`src/rtl/imem_loader.sv`:
```
// Instruction memory loader: packs a valid/ready byte stream little-endian into 32-bit
// words and writes them at consecutive word-aligned addresses while holding the core.
module imem_loader #(
    parameter int DEPTH = 64,
    parameter int LEN_W = 16
) (
    input  logic             clk,
    input  logic             rst_n,
    input  logic             start,
    input  logic             abort,
    input  logic [31:0]      base_addr,
    input  logic [LEN_W-1:0] word_count,
    input  logic             byte_valid,
    input  logic [7:0]       byte_data,
    output logic             byte_ready,
    output logic             imem_we,
    output logic [31:0]      imem_addr,
    output logic [31:0]      imem_wdata,
    output logic             core_hold,
    output logic             busy,
    output logic             done,
    output logic             error,
    output logic [31:0]      checksum
);

    localparam logic [2:0] S_IDLE  = 3'd0;
    localparam logic [2:0] S_RECV  = 3'd1;
    localparam logic [2:0] S_WRITE = 3'd2;
    localparam logic [2:0] S_DONE  = 3'd3;
    localparam logic [2:0] S_ERROR = 3'd4;

    logic [2:0]       state;
    logic [2:0]       state_nxt;
    logic [31:0]      addr;
    logic [LEN_W-1:0] remaining;
    logic [1:0]       byte_idx;
    logic [31:0]      word_asm;

    logic             idle_like;
    logic             start_ok;
    logic             abort_ok;
    logic             byte_acc;
    logic             last_byte;
    logic             write_go;
    logic             last_word;
    logic             range_bad;
    logic [32:0]      end_word;

    // Range check in word units with one spare bit so the sum cannot wrap.
    assign end_word  = {3'b000, base_addr[31:2]} + {{(33-LEN_W){1'b0}}, word_count};
    assign range_bad = (end_word > 33'(DEPTH));

    assign idle_like = (state == S_IDLE) || (state == S_DONE) || (state == S_ERROR);
    assign start_ok  = idle_like && start;
    assign abort_ok  = abort && ((state == S_RECV) || (state == S_WRITE));
    assign byte_acc  = (state == S_RECV) && byte_valid;
    assign last_byte = (byte_idx == 2'd3);
    assign write_go  = (state == S_WRITE) && !abort;
    assign last_word = (remaining == LEN_W'(1));

    always_comb begin
        state_nxt = state;
        case (state)
            S_IDLE, S_DONE, S_ERROR: begin
                if (start) begin
                    if (word_count == '0)
                        state_nxt = S_DONE;
                    else if (range_bad)
                        state_nxt = S_ERROR;
                    else
                        state_nxt = S_RECV;
                end
            end
            S_RECV: begin
                if (abort)
                    state_nxt = S_IDLE;
                else if (byte_acc && last_byte)
                    state_nxt = S_WRITE;
            end
            S_WRITE: begin
                // Abort beats the write: the strobe is already masked combinationally.
                if (abort)
                    state_nxt = S_IDLE;
                else if (last_word)
                    state_nxt = S_DONE;
                else
                    state_nxt = S_RECV;
            end
            default: state_nxt = S_IDLE;
        endcase
    end

    always_ff @(posedge clk or negedge rst_n) begin
        if (!rst_n)
            state <= S_IDLE;
        else
            state <= state_nxt;
    end

    always_ff @(posedge clk or negedge rst_n) begin
        if (!rst_n) begin
            addr       <= '0;
            remaining  <= '0;
            byte_idx   <= '0;
            word_asm   <= '0;
            checksum   <= '0;
            imem_addr  <= '0;
            imem_wdata <= '0;
        end else if (start_ok) begin
            addr      <= {base_addr[31:2], 2'b00};
            remaining <= word_count;
            byte_idx  <= '0;
            word_asm  <= '0;
            checksum  <= '0;
        end else if (abort_ok) begin
            byte_idx <= '0;
            word_asm <= '0;
        end else if (byte_acc) begin
            word_asm[{byte_idx, 3'b000} +: 8] <= byte_data;
            byte_idx <= byte_idx + 2'd1;
            // Write port registers are loaded once per word so they hold between writes.
            if (last_byte) begin
                imem_addr  <= addr;
                imem_wdata <= {byte_data, word_asm[23:0]};
            end
        end else if (write_go) begin
            checksum  <= checksum ^ imem_wdata;
            addr      <= addr + 32'd4;
            remaining <= remaining - LEN_W'(1);
            byte_idx  <= '0;
            word_asm  <= '0;
        end
    end

    assign byte_ready = (state == S_RECV);
    assign imem_we    = write_go;
    assign busy       = (state == S_RECV) || (state == S_WRITE);
    assign core_hold  = busy;
    assign done       = (state == S_DONE);
    assign error      = (state == S_ERROR);

endmodule
```
`config.mk`:
```
export PLATFORM = sky130hd
export DESIGN_NAME = imem_loader
export DESIGN_NICKNAME = d
export VERILOG_FILES = /design/src/rtl/imem_loader.sv
export SDC_FILE = /design/constraint.sdc
export NUM_CORES = 1
export LEC_CHECK = 0
export CAP_MARGIN = 10
export CORE_MARGIN = 10
export CORE_UTILIZATION = 47
export DETAILED_ROUTE_END_ITERATION = 8
export MAX_ROUTING_LAYER = met4
export PLACE_DENSITY = 0.76
export REMOVE_ABC_BUFFERS = 1
export SETUP_SLACK_MARGIN = 0.4
export SYNTH_ARGS = -nofsm -noshare
export SYNTH_HDL_FRONTEND = slang
export SYNTH_SLANG_ARGS = --single-unit
```
`constraint.sdc`:
```
create_clock -name clk -period 2.7 [get_ports clk]
set_input_delay 0.54 -clock clk [delete_from_list [all_inputs] [get_ports clk]]
set_output_delay 0.54 -clock clk [all_outputs]
set_load 0.05 [all_outputs]
```
==> results of run 1 <==
==> power groups by stage <==
stage | clock network, W | registers, W | logic (W)
2_1_floorplan | 0 | 0.00270 | 0.000385
3_3_place_gp | 0 | 0.00271 | 0.000895
3_5_place_dp | 0 | 0.00272 | 0.000894
4_1_cts | 0.00245 | 0.00267 | 0.000970
5_1_grt | 0.00254 | 0.00269 | 0.00110
6_report | 0.00240 | 0.00268 | 0.00102
==> sequential cells by signal, summed over array words and instances (netlist names) <==
register / flops
checksum: 32
imem_wdata: 32
addr: 30
imem_addr: 30
word_asm: 24
remaining: 16
state: 3
byte_idx: 2
==> layer usage <==
layer,share of wire (%),up-vias
met3,6.7,35
met4,1.1,0
met2,48,335
met1,44,4031
li1,-,3868
met5,0,-
==> cell type report <==
| class | count | share of cell area (%) |
|---|---|---|
| Sequential cell | 169 | 32.6 |
| Inverter | 22 | 0.636 |
| Clock buffer | 17 | 3.27 |
| Clock inverter | 15 | 1.19 |
| Multi-Input combinational cell | 663 | 37.5 |
| Antenna cell | 1 | 0.0193 |
| Tap cell | 234 | 2.25 |
| Timing Repair Buffer | 327 | 22.5 |
==> synthesized netlist by cell type, drive strengths merged (10+ instances only) <==
master  instances  area share, %
buf            15            1.0
ha             23            3.2
nand3          26            1.5
o21ai          59            3.4
xnor2          14            1.4
inv            21           0.88
mux2           59            7.4
nand2         105            4.4
clkbuf         33            1.4
a21oi          41            2.3
nor3           23            1.3
a22o           24            2.4
nor4           10           0.77
o211ai         12            1.0
xor2           39            3.8
a31oi          12            1.1
and3           10           0.70
dfrtp         169             47
nand4          15            1.1
nor2           79            3.3
==> worst max-delay path by stage <==
stage,startpoint,to,cells after the start
2_1_floorplan,state[2]$_DFFE_PN0P_,addr[2]$_DFFE_PN0P_,6
3_3_place_gp,base_addr[2],state[2]$_DFFE_PN0P_,12
3_5_place_dp,base_addr[2],state[2]$_DFFE_PN0P_,12
4_1_cts,word_count[0],state[2]$_DFFE_PN0P_,12
5_1_grt,word_count[0],state[2]$_DFFE_PN0P_,13
6_report,word_count[0],state[2]$_DFFE_PN0P_,13
==> timing repair <==
action / in CTS / in global routing
pin swaps: 27 / 27
setup endpoints to repair: 16 / 33
buffers inserted: 12 / 6
gates resized for setup: 96 / 47
==> cell families after synthesis <==
logic type / Yosys count / share of synthesized area, %
XOR/XNOR: 53 / 5.20
other: 1 / 0.0420
AO/OA/AOI/OAI: 215 / 16.5
flip-flops: 169 / 47.4
buffers and inverters: 70 / 3.31
multiplexers: 64 / 8.01
AND/OR/NAND/NOR: 305 / 16.0
adder cells (fa/ha/maj): 24 / 3.45
==> stage by stage <==
step,instance area (µm²),hold slack (ps)
final,13000,42.3
after global routing,13000,59.4
after CTS,12700,54.2
after detailed placement,11800,480
after global placement,11800,463
after floorplan,8710,244
==> cell usage in the layout, fill, tap and decap left out, types with 5 or more instances in the layout <==
master           instances
a22o_1                  24
nor2_1                  75
o21ai_2                  6
and2_1                   5
mux2_2                  59
dfrtp_1                167
inv_8                    6
nand4_1                 15
ha_4                    15
xnor2_1                 12
nor3_1                  19
and3_1                   8
a21oi_1                 35
a31oi_1                  9
a21oi_2                  5
buf_6                    9
clkbuf_16               17
nand2_1                101
a221o_1                  9
nor4_1                   7
inv_1                   21
xor2_1                  39
ha_1                     7
clkdlybuf4s50_1        119
o21ai_0                 46
mux2i_1                  5
a21o_1                   7
o21ai_1                  7
dlygate4sd2_1           19
dlymetal6s2s_1          10
o211ai_1                12
nand3_1                 22
buf_4                  162
o311ai_0                 5
==> worst max-delay path, stage by stage <==
cell      delay (ps)
buf_8            100
ha_4             160
fa_2             400
a211oi_4         280
o21ai_2          100
buf_4            150
a31oi_4          160
xnor2_2           80
nor4_2           260
nand4_1          120
or4_4            490
or4b_4           490
a32o_1           230
==> impl_metrics.json, run 1 <==
{
  "p_total_w": 0.00609,
  "seqPwrFrac_pct": 43.9,
  "cp_data_required_time_ps": 3020,
  "switchingPower_w": 0.00177,
  "numCtsBuffers": 17,
  "postRouteAntennaNets": 0,
  "cp_max_fo": 3,
  "seq_area_frac_synth_pct": 47.4,
  "fillCellCount": 1401,
  "hold_viol": 0,
  "clkSinkCount": 169,
  "drive_above_1_share_pct": 28.5,
  "fin_ws_ps": -544,
  "maxSlewHeadroom_pct": 44.5,
  "synth-edff-count": 0,
  "syn_area_um2": 8920,
  "die_area_um2": 24900,
  "hpwlAfterDp_um": 20800,
  "place_inst": 1397,
  "tns_ps": -971,
  "end_kind": "register",
  "rr_endpoint": "state[1]$_DFFE_PN0P_",
  "tightest_slew_ps": 811,
  "synth-main-ff-cell": "dfrtp_1",
  "syn-instance-count": 901,
  "p_leak_nw": 5.90,
  "clk_pin_slew_worst_paths_ps": 70,
  "grt_use_met2_pct": 37.2,
  "holdBufCountCts": 0,
  "synth-seq-cells": 169,
  "avgSynthCellArea_um2": 9.90,
  "grt_max_degree": 68,
  "worstSetupPathType": "input port to register",
  "rsz0062_at_grt": "yes",
  "regArea_um2": 4230,
  "met3_usage_pct": 4.80,
  "post-route-period-util_pct": 120,
  "avgRoutedWirePerCell_um": 19.6,
  "finalSetupViolations": 3,
  "fin_cells": 1448,
  "root_buffer": "clkbuf_16",
  "num_vias": 8269,
  "yosysWarnings": 0,
  "clk_latency_ps": 430,
  "pwr-share-clk_pct": 39.4,
  "pwr-share-comb_pct": 16.7,
  "grt_usage_pct": 23.0,
  "antenna_found_initial": 1,
  "finClkSkew_ps": 14.0,
  "p_int_w": 0.00432,
  "grt_pass1_vias": 8401,
  "die_h_um": 158,
  "r2r_slack_ps": -10,
  "coreArea_um2": 18700,
  "hold_class": "input port to asynchronous set/reset pin",
  "cts_buffer_depth": 2,
  "io_buffers": 158,
  "first_iter_violations": 616,
  "drv_cap": 0,
  "preCtsSetupSlack_ps": -1470,
  "failed_checks": "setup timing",
  "powerDensity_nw_per_um2": 469,
  "irDropWorstVdd_v": 0.000474,
  "die_w_um": 158,
  "async_reset_ff_share_pct": 100,
  "routed_via_density": 5.71,
  "sw_frac_of_total_pct": 29.1,
  "post-route-min-period_ps": 3240,
  "rr_startpoint": "remaining[6]$_DFFE_PN0P_",
  "startpoint_type": "input port",
  "multiInputGateArea_um2": 4880,
  "r2r_cells": 9,
  "grt_pass1_wl_um": 44400,
  "grt.busiest_layer": "met2",
  "initial_utilization_pct": 47.7,
  "wl_um": 28400,
  "status": "finished, violations left",
  "area_growth_pct": 45.7,
  "netlist-cell-type-count": 74,
  "first_pass_iters": 5,
  "grt_overflow": 0,
  "nets": 1285,
  "cts.htree.levels": 4,
  "grt_use_met1_pct": 29.6,
  "gp_congestion": 0.964,
  "drc_errors": 0,
  "cts_tree": "built",
  "num_rows": 50,
  "io_pins": 163,
  "clock.fmax_ghz": 0.308,
  "post-route-util_pct": 69.4,
  "final_max_slew_viol_count": 0,
  "cp.arrival_ps": 3560
}
No activity file was read; power rests on OpenSTA's default activity.
==> run 2: changes to the inputs <==
- CELL_PAD_IN_SITES_DETAIL_PLACEMENT: default -> 0
- CELL_PAD_IN_SITES_GLOBAL_PLACEMENT: default -> 1
- CORE_UTILIZATION: 47 -> 37
- PLACE_DENSITY: 0.76 -> default
- PLACE_DENSITY_LB_ADDON: default -> 0.1
==> run 2 against run 1 <==
- the flow still finishes with violations (setup timing)
- largest cell class unchanged
- clock skew is essentially flat
- sequential share of layout area shrank 0.31 points
- total power grew 2.2%
- highest routed layer unchanged
- cell count grew 5.6%
- die area grew 23%
- via count shrank 4.4%
- count of clock-buffer cells in the layout is the same
- first-iteration DRC count shrank 20%
- maximum frequency shrank 1.3%
==> impl_metrics.json, run 2 (synthesized netlist as in run 1, its figures left out) <==
{
  "sw_frac_of_total_pct": 29.1,
  "io_buffers": 158,
  "clk_pin_slew_worst_paths_ps": 80,
  "hold_ws_ps": 61.8,
  "pwr-share-clk_pct": 41.1,
  "fin_ws_ps": -585,
  "antenna_found_initial": 0,
  "hold_viol": 0,
  "io_pins": 163,
  "avgRoutedWirePerCell_um": 18.3,
  "die_h_um": 175,
  "drive_above_1_share_pct": 28.8,
  "post-route-min-period_ps": 3290,
  "finalSetupViolations": 3,
  "antennaDiodeCount": 0,
  "cts_tree": "built",
  "fin_cells": 1529,
  "tightest_slew_ps": 791,
  "irDropWorstVdd_v": 0.000361,
  "status": "finished, violations left",
  "wl_um": 28000,
  "switchingPower_w": 0.00181,
  "gp_congestion": 0.910,
  "reg.largest.list": "checksum x32, imem_wdata x32",
  "nets": 1282,
  "grt_usage_pct": 18.9,
  "mostFrequentLayoutCells": "166 x dfrtp_1, 155 x buf_4, 119 x clkdlybuf4s50_1",
  "root_buffer": "clkbuf_16",
  "cts.htree.levels": 4,
  "grt_overflow": 0,
  "drv_cap": 0,
  "routed_via_density": 5.17,
  "drc_errors": 0,
  "worstSetupPathType": "input port to register",
  "cts_buffer_depth": 2,
  "cp.arrival_ps": 3600,
  "powerDensity_nw_per_um2": 475,
  "area_growth_pct": 47.1,
  "end_kind": "register",
  "coreArea_um2": 23600,
  "grt_max_degree": 82,
  "cp_cell_sequence": "clkdlybuf4s50_1 > ha_2 > buf_4 > a21oi_1 > nor2_1 > a221oi_1 > nand4_1 > or4_1 > or4b_4 > a32o_1",
  "cp_slowest_cell": "or4b_4",
  "postRouteAntennaNets": 0,
  "startpoint_type": "input port",
  "first_pass_iters": 5,
  "failed_checks": "setup timing",
  "post-route-util_pct": 55.6,
  "die_w_um": 175,
  "finClkSkew_ps": 14.5,
  "seqPwrFrac_pct": 42.9,
  "first_iter_violations": 493,
  "final_common_cell": "dfrtp_1",
  "fillCellCount": 2164,
  "hold_class": "input port to asynchronous set/reset pin",
  "hpwlAfterDp_um": 21100,
  "grt_pass1_wl_um": 45600,
  "numCtsBuffers": 17,
  "clock.fmax_ghz": 0.304,
  "cp_data_required_time_ps": 3010,
  "num_vias": 7906,
  "maxSlewHeadroom_pct": 45.9,
  "post-route-period-util_pct": 122,
  "clkSinkCount": 169,
  "cp_max_fo": 5,
  "rsz0062_at_grt": "yes",
  "place_inst": 1482,
  "clk_latency_ps": 430,
  "p_int_w": 0.00442,
  "grt_pass1_vias": 8076,
  "die_area_um2": 30700,
  "final_max_slew_viol_count": 0,
  "pwr-share-comb_pct": 15.9,
  "slowest_delay_ps": 550,
  "p_leak_nw": 5.88,
  "initial_utilization_pct": 37.8,
  "num_rows": 56
}
-- run 2: metal layers --
layer	routed length [µm]	up-vias	part of all wire, %	GRT usage (%)
met2	13100	178	47	29.5
met3	1000	21	3.6	2.42
li1	-	3861	-	-
met4	317	0	1.1	4.98
met5	0	-	0	-
met1	13500	3846	48	25.5
-- run 2: worst paths after layout --
check                                         start                  endpoint  slack, ps  cells past startpoint
hold / removal                                rst_n  checksum[11]$_DFFE_PN0P_         60                      1
setup reg to reg           remaining[5]$_DFFE_PN0P_      state[1]$_DFFE_PN0P_        -20                      9
setup / recovery                     word_count[15]      state[2]$_DFFE_PN0P_       -590                     10
max in group asynchronous                     rst_n       addr[2]$_DFFE_PN0P_       1960                      2
min in group clk                       base_addr[2]       addr[2]$_DFFE_PN0P_        360                      2
hold reg to reg            imem_addr[9]$_DFFE_PN0P_  imem_addr[9]$_DFFE_PN0P_        480                      2
-- run 2: through the flow --
step                setup TNS [ps]  worst slack, ps  total power, W  cell area, µm²
floorplan                  -134190            -2140         0.00309            8710
global placement             -2920            -1490         0.00362           11900
detailed placement           -3120            -1560         0.00361           11900
CTS                          -1150             -612         0.00626           13000
global route                 -1430             -681         0.00651           13100
finish                       -1110             -585         0.00623           13100
-- run 2: power by group through the flow --
stage | clock (W) | combinational [W] | sequential, W
final | 0.00256 | 0.000992 | 0.00268
after global routing | 0.00273 | 0.00109 | 0.00269
after CTS | 0.00262 | 0.000976 | 0.00267
after detailed placement | 0 | 0.000897 | 0.00272
after global placement | 0 | 0.000904 | 0.00271
after floorplan | 0 | 0.000385 | 0.00270
-- run 2: area by class of cell --
cell class / count / area (µm²) / area share [%]
Inverter: 22 / 82.6 / 0.630
Multi-Input combinational cell: 663 / 4870 / 37.2
Sequential cell: 169 / 4230 / 32.3
Clock inverter: 15 / 198 / 1.51
Clock buffer: 17 / 425 / 3.24
Tap cell: 319 / 399 / 3.04
Timing Repair Buffer: 324 / 2910 / 22.1
-- run 2: repair_timing --
action | CTS | global route
pin swaps | 36 | 19
gates resized for setup | 115 | 40
buffers inserted | 10 | 5
hold buffers | 0 | 0
gates cloned | 0 | 0
endpoints found under the setup margin | 13 | 40
-- run 2: critical path, delay by kind of cell --
| family | cells | cell delay [ps] |
|---|---|---|
| AOI/OAI and AO/OA | 3 | 840 |
| and+or+nand+nor | 4 | 1280 |
| adders and majority gates | 1 | 280 |
| buffers and inverters | 2 | 640 |
